**config.mk**
```make
export PLATFORM = sky130hd
export DESIGN_NAME = uart_rx_flat
export DESIGN_NICKNAME = d
export VERILOG_FILES = /design/src/rtl/uart_rx_pkg.sv /design/src/rtl/uart_rx_if.sv /design/src/rtl/uart_rx_sync.sv /design/src/rtl/uart_rx.sv /design/src/flat_wrapper.sv
export SDC_FILE = /design/constraint.sdc
export NUM_CORES = 1
export LEC_CHECK = 0
export ABC_AREA = 1
export ABC_CLOCK_PERIOD_IN_PS = 1200
export CORE_AREA = 2 2 62 50
export DETAILED_ROUTE_END_ITERATION = 16
export DIE_AREA = 0 0 64 52
export PLACE_DENSITY = 0.71
export SLEW_MARGIN = 25
export SYNTH_ARGS = -nofsm -noshare
export SYNTH_HDL_FRONTEND = slang
export SYNTH_SLANG_ARGS = --single-unit
```
**constraint.sdc**
```tcl
create_clock -name clk -period 1.2 [get_ports clk]
set_input_delay 0.36 -clock clk [delete_from_list [all_inputs] [get_ports clk]]
set_output_delay 0.36 -clock clk [all_outputs]
set_load 0.02 [all_outputs]
```
**src/rtl/uart_rx_pkg.sv**
```systemverilog
// Shared UART receive types and constants: FSM states, bit timing at 50 MHz / 38400 baud.
package uart_pkg;

  localparam int unsigned DEFAULT_DATA_BITS = 8;
  localparam int unsigned BIT_PERIOD        = 1302;
  localparam int unsigned HALF_PERIOD       = 651;
  localparam int unsigned MID_COUNT         = 650;

  typedef enum logic [2:0] {
    StIdle,
    StStart,
    StData,
    StParity,
    StStop
  } uart_state_e;

  // True when data plus parity bit carry an even number of ones.
  function automatic logic even_parity_ok(input logic [7:0] data, input logic par);
    return ~(^{data, par});
  endfunction

endpackage

```
**src/rtl/uart_rx_if.sv**
```systemverilog
// Serial-side and byte-side signals of the UART receiver; master is the receiver itself.
interface uart_rx_if
  import uart_pkg::*;
#(
  parameter int unsigned DATA_BITS = DEFAULT_DATA_BITS
);

  logic                 rx_in;
  logic                 baud_pulse;
  logic                 baud_en;
  logic [DATA_BITS-1:0] rx_data;
  logic                 rx_valid;
  logic                 rx_ready;
  logic                 frame_err;
  logic                 overrun;
  logic                 parity_err;

  modport master (
    input  rx_in,
    input  baud_pulse,
    input  rx_ready,
    output baud_en,
    output rx_data,
    output rx_valid,
    output frame_err,
    output overrun,
    output parity_err
  );

  modport slave (
    output rx_in,
    output baud_pulse,
    output rx_ready,
    input  baud_en,
    input  rx_data,
    input  rx_valid,
    input  frame_err,
    input  overrun,
    input  parity_err
  );

endinterface

```
**src/rtl/uart_rx_sync.sv**
```systemverilog
// Metastability flop chain for an asynchronous, idle-high serial line; resets to 1.
module uart_rx_sync
  import uart_pkg::*;
#(
  parameter int unsigned SYNC_STAGES = 2
) (
  input  logic clk,
  input  logic rst,
  input  logic d,
  output logic q
);

  logic [SYNC_STAGES-1:0] chain_q;

  always_ff @(posedge clk) begin
    if (!rst) begin
      chain_q <= '1;
    end else begin
      chain_q <= {chain_q[SYNC_STAGES-2:0], d};
    end
  end

  assign q = chain_q[SYNC_STAGES-1];

endmodule

```
**src/rtl/uart_rx.sv**
```systemverilog
// UART receive framer with a one-entry ready/valid output buffer.
// Define UART_RX_PARITY_EN to add an even-parity bit between data and stop.
module uart_rx
  import uart_pkg::*;
#(
  parameter int unsigned DATA_BITS   = DEFAULT_DATA_BITS,
  parameter int unsigned SYNC_STAGES = 2
) (
  input  logic      clk,
  input  logic      rst,
  uart_rx_if.master bus
);

  localparam int unsigned CntW = $clog2(DATA_BITS);

  logic                 rx_s;
  logic                 rx_prev_q;
  uart_state_e          state_q;
  logic [CntW-1:0]      bit_cnt_q;
  logic [DATA_BITS-1:0] shift_q;
  logic                 baud_en_q;
  logic [DATA_BITS-1:0] rx_data_q;
  logic                 rx_valid_q;
  logic                 frame_err_q;
  logic                 overrun_q;
  logic                 par_ok;
  logic                 start_edge;
  logic                 can_load;
  logic                 last_bit;

  uart_rx_sync #(
    .SYNC_STAGES(SYNC_STAGES)
  ) u_sync (
    .clk(clk),
    .rst(rst),
    .d  (bus.rx_in),
    .q  (rx_s)
  );

  // rx_prev must see the line high before a new start is accepted.
  assign start_edge = rx_prev_q & ~rx_s;
  assign can_load   = ~rx_valid_q | bus.rx_ready;
  assign last_bit   = (bit_cnt_q == CntW'(DATA_BITS - 1));

`ifdef UART_RX_PARITY_EN
  logic par_q;
  logic parity_err_q;
  assign par_ok         = even_parity_ok(8'(shift_q), par_q);
  assign bus.parity_err = parity_err_q;
`else
  assign par_ok         = 1'b1;
  assign bus.parity_err = 1'b0;
`endif

  always_ff @(posedge clk) begin
    if (!rst) begin
      rx_prev_q    <= 1'b1;
      state_q      <= StIdle;
      bit_cnt_q    <= '0;
      shift_q      <= '0;
      baud_en_q    <= 1'b0;
      rx_data_q    <= '0;
      rx_valid_q   <= 1'b0;
      frame_err_q  <= 1'b0;
      overrun_q    <= 1'b0;
`ifdef UART_RX_PARITY_EN
      par_q        <= 1'b0;
      parity_err_q <= 1'b0;
`endif
    end else begin
      rx_prev_q   <= rx_s;
      frame_err_q <= 1'b0;
      overrun_q   <= 1'b0;
`ifdef UART_RX_PARITY_EN
      parity_err_q <= 1'b0;
`endif
      if (rx_valid_q && bus.rx_ready) begin
        rx_valid_q <= 1'b0;
      end

      unique case (state_q)
        StIdle: begin
          if (start_edge) begin
            state_q   <= StStart;
            baud_en_q <= 1'b1;
          end
        end

        StStart: begin
          if (bus.baud_pulse) begin
            if (rx_s) begin
              state_q   <= StIdle;
              baud_en_q <= 1'b0;
            end else begin
              state_q   <= StData;
              bit_cnt_q <= '0;
            end
          end
        end

        StData: begin
          if (bus.baud_pulse) begin
            shift_q   <= {rx_s, shift_q[DATA_BITS-1:1]};
            bit_cnt_q <= bit_cnt_q + 1'b1;
            if (last_bit) begin
`ifdef UART_RX_PARITY_EN
              state_q <= StParity;
`else
              state_q <= StStop;
`endif
            end
          end
        end

`ifdef UART_RX_PARITY_EN
        StParity: begin
          if (bus.baud_pulse) begin
            par_q   <= rx_s;
            state_q <= StStop;
          end
        end
`endif

        StStop: begin
          if (bus.baud_pulse) begin
            state_q     <= StIdle;
            baud_en_q   <= 1'b0;
            frame_err_q <= ~rx_s;
`ifdef UART_RX_PARITY_EN
            parity_err_q <= ~par_ok;
`endif
            if (rx_s && par_ok) begin
              if (can_load) begin
                rx_data_q  <= shift_q;
                rx_valid_q <= 1'b1;
              end else begin
                overrun_q <= 1'b1;
              end
            end
          end
        end

        default: begin
          state_q   <= StIdle;
          baud_en_q <= 1'b0;
        end
      endcase
    end
  end

  assign bus.baud_en   = baud_en_q;
  assign bus.rx_data   = rx_data_q;
  assign bus.rx_valid  = rx_valid_q;
  assign bus.frame_err = frame_err_q;
  assign bus.overrun   = overrun_q;

endmodule

```
**src/flat_wrapper.sv**
```systemverilog
// flat-port wrapper written by rule: the top's interface ports become plain ports
module uart_rx_flat import uart_pkg::*;
#(
  parameter int unsigned DATA_BITS   = DEFAULT_DATA_BITS,
  parameter int unsigned SYNC_STAGES = 2
)
  (clk, rst, bus_rx_in, bus_baud_pulse, bus_rx_ready, bus_baud_en, bus_rx_data, bus_rx_valid, bus_frame_err, bus_overrun, bus_parity_err);
  uart_rx_if #(.DATA_BITS(DATA_BITS)) bus_i ();
  input  logic clk;
  input  logic rst;
  input wire logic [$bits(bus_i.rx_in)-1:0] bus_rx_in;
  input wire logic [$bits(bus_i.baud_pulse)-1:0] bus_baud_pulse;
  input wire logic [$bits(bus_i.rx_ready)-1:0] bus_rx_ready;
  output wire logic [$bits(bus_i.baud_en)-1:0] bus_baud_en;
  output wire logic [$bits(bus_i.rx_data)-1:0] bus_rx_data;
  output wire logic [$bits(bus_i.rx_valid)-1:0] bus_rx_valid;
  output wire logic [$bits(bus_i.frame_err)-1:0] bus_frame_err;
  output wire logic [$bits(bus_i.overrun)-1:0] bus_overrun;
  output wire logic [$bits(bus_i.parity_err)-1:0] bus_parity_err;
  assign bus_i.rx_in = bus_rx_in;
  assign bus_i.baud_pulse = bus_baud_pulse;
  assign bus_i.rx_ready = bus_rx_ready;
  assign bus_baud_en = bus_i.baud_en;
  assign bus_rx_data = bus_i.rx_data;
  assign bus_rx_valid = bus_i.rx_valid;
  assign bus_frame_err = bus_i.frame_err;
  assign bus_overrun = bus_i.overrun;
  assign bus_parity_err = bus_i.parity_err;
  uart_rx #(.DATA_BITS(DATA_BITS), .SYNC_STAGES(SYNC_STAGES)) u_core (.clk(clk), .rst(rst), .bus(bus_i));
endmodule
```
==> run metrics <==
H-tree levels=2; area leader, netlist=dfxtp_1; slowest stage delay, CP=0.38 ns; initial core utilization=44.3%; hold path startpoint=u_core.u_sync.chain_q[0]$_SDFF_PN1_; Post-Route WL=2980 um; final std cell area, no fill=0.00167 mm^2; Post-Syn Nets=158; Num Clock Sinks=29; post-route clock period utilization=99.6%; Hold WS=0.430 ns; post-synthesis cell count=151; Req. time, crit path=1.43 ns; Slowest-stage cell, CP=dfxtp_2; total chip power=0.00284 W; Reg clk slew, reported paths=0.09 ns; filler instances=232; crit path time final=1.19 ns; multi-input logic area=612 um^2; cell row count=17; Post-synth EDFFs=0; largest net degree at the start of global routing=11; first-pass GRT wire length=4520 um; Peak supply drop=0.777 mV; Worst path top cell family by delay=simple AND/OR/NAND/NOR gates; GRT Util Overall=18.5%; Die Span Y=52 um; synth warn=0; TritonCTS clock tree=done; share of cells above drive strength 1=45.5%; Port Buffers=16; pwr dens=1700 mW/mm^2; Clk Latency, worst-skew pair=0.33 ns; Pleak=0.741 nW; Synth Flop Type=dfxtp_1; Layout area overhead=37.3%; Worst Setup End Kind=register; placed wire-length estimate=1860 um; critical path launch point type=register; Reg-to-Reg End=u_core.bus.baud_en$_SDFFE_PN0P_; critical path fanouts, max=3; global placement routability congestion=0.867; number of global-route vias before repair=1019; Clock Tree Buf Depth=2; flip-flop and latch count after synthesis=29; placed cell areas=0.00148 mm^2; Buf/Inv on CP=2; post-layout net count=193; antenna cells=0; Hold Buf Count CTS=0; Cell Chain, Critical Path=inv_2, nor2_2, nand3_1, inv_1, nor2_2, a21oi_1, nor2_1; FFs w/ async S/R, synth=0%; final setup vio count=0; I/O pin count=18; die width=64 um; Final Hold Fails=0; Crit path top cell by count=nor2_2; Vias/cell=5.00; fmax=837 MHz; storage element area=603 um^2; initial antenna violation count=0; fin util=60.8%; critical path class=register to register; worst hold endpoint=u_core.u_sync.chain_q[1]$_SDFF_PN1_; CP arrival=1.42 ns; share of the synthesized area in the top cell type=47.8%; Distinct cells, synth=26; Worst R2R Path Depth=7; Commonest cells post-synth=dfxtp_1 (29), nand2_1 (25), nor2_1 (21); post-synthesis sequential area ratio=47.8%; via count=1124; Mapped Area=0.00121 mm^2; DR DRC count=0; pins over their slew limit=0; CTS buffer count=5; Post-DRT Antenna Nets=0; worst hold path type=register to register; wire per inst=13.3 um; R2R setup slack=0.005 ns; RSZ-0062 raised after global routing=yes; root cell of the clock tree=clkbuf_4; FF-to-FF Start=u_core.state_q[0]$_SDFFE_PN0P_; Worst Hold Depth=1; Core ar.=0.00274 mm^2; Detailed Routing Iterations Pass 1=4; run status=finished clean; Avg Inst Size Synth=8.05 um^2; most frequent cell after synthesis=dfxtp_1; DIE AREA=0.00333 mm^2; maxcap violations=0; GRT Residual Overflow=0; Initial DRC Count=48; clock skew=0.00411 ns; Synth area leaders=dfxtp_1 (48%), nand2_1 (7.7%), nand3_1 (7.4%), nor2_1 (6.5%), a21oi_2 (5.8%)
[cell families (layout without fill, tap and decap cells)]
kind of cell / after synthesis / count (layout) / share of synthesized area [%]
and+or+nand+nor: 75 / 76 / 30.0
AOI/OAI and AO/OA: 25 / 25 / 13.0
other: 1 / 1 / 0.309
adders and majority gates: 2 / 2 / 2.06
buffers and inverters: 19 / 54 / 6.90
DFF: 29 / 29 / 47.8
[state kept, by name (all words and copies together) (netlist names)]
signal                 cells
u_core.shift_q             8
u_core.state_q             3
u_core.rx_prev_q           1
u_core.u_sync.chain_q      2
u_core.bus.overrun         1
u_core.bus.frame_err       1
u_core.bus.baud_en         1
u_core.bit_cnt_q           3
u_core.bus.rx_valid        1
u_core.bus.rx_data         8
[repair_timing]
action	in CTS	in global routing
cloned	0	1
hold endpoints to repair	0	0
gates resized for setup	57	43
endpoints found under the setup margin	24	34
pin swaps	0	5
buffers inserted	0	5
[worst max-delay path by stage]
stage	startpoint	endpoint	depth (start not counted)
finish	u_core.state_q[0]$_SDFFE_PN0P_	u_core.bus.baud_en$_SDFFE_PN0P_	7
global route	u_core.state_q[1]$_SDFFE_PN0P_	u_core.state_q[1]$_SDFFE_PN0P_	7
global placement	bus_baud_pulse	u_core.state_q[0]$_SDFFE_PN0P_	8
CTS	u_core.state_q[0]$_SDFFE_PN0P_	u_core.bus.baud_en$_SDFFE_PN0P_	7
detailed placement	bus_baud_pulse	u_core.bus.baud_en$_SDFFE_PN0P_	8
floorplan	u_core.bus.rx_valid$_SDFF_PN0_	u_core.bus.rx_data[0]$_SDFFE_PN0P_	6
[power breakdown]
group          switching [W]  internal, W
clock network       0.000340     0.000339
logic               0.000566     0.000397
registers           0.000112      0.00109
[routing by layer]
| layer | wire (um) | global-route usage (%) | vias up |
|---|---|---|---|
| met3 | 115 | 7.58 | 11 |
| met5 | 0 | 0 | - |
| met4 | 114 | 10.1 | 0 |
| met2 | 1450 | 30.2 | 33 |
| met1 | 1300 | 20.7 | 520 |
| li1 | - | - | 560 |
[final cells by class]
cell class / instances / share of cell area [%]
clock inverters: 1 / 0.300
clock buffers: 7 / 3.90
inverters: 15 / 3.68
flip-flops and latches: 29 / 36.2
repair buffers: 31 / 16.4
well taps: 38 / 2.85
multi-input cells: 104 / 36.7
[through the flow]
stage,std cells,worst slack (ns),setup TNS [ns]
after global placement,211,-0.330,-8.34
after CTS,219,-0.0181,-0.0557
after global routing,225,-0.0491,-0.367
final,225,0.00539,0
after floorplan,151,0.0152,0
after detailed placement,211,-0.377,-8.91
[cells in the final DEF (no fill, tap or decap), types with 3 or more instances in the layout]
cell	Yosys	layout
a21oi_1	8	6
a21oi_2	8	10
buf_4	1	20
buf_6	1	5
clkbuf_4	0	5
clkdlybuf4s50_1	0	3
dfxtp_1	29	15
dfxtp_2	0	12
inv_1	10	8
inv_2	5	5
nand2_1	25	20
nand2_2	1	4
nand2_4	1	3
nand3_1	18	17
nor2_1	21	18
nor2_2	1	3
nor2_4	1	3
o21ai_1	6	6
No activity file was read; power rests on OpenSTA's default activity.
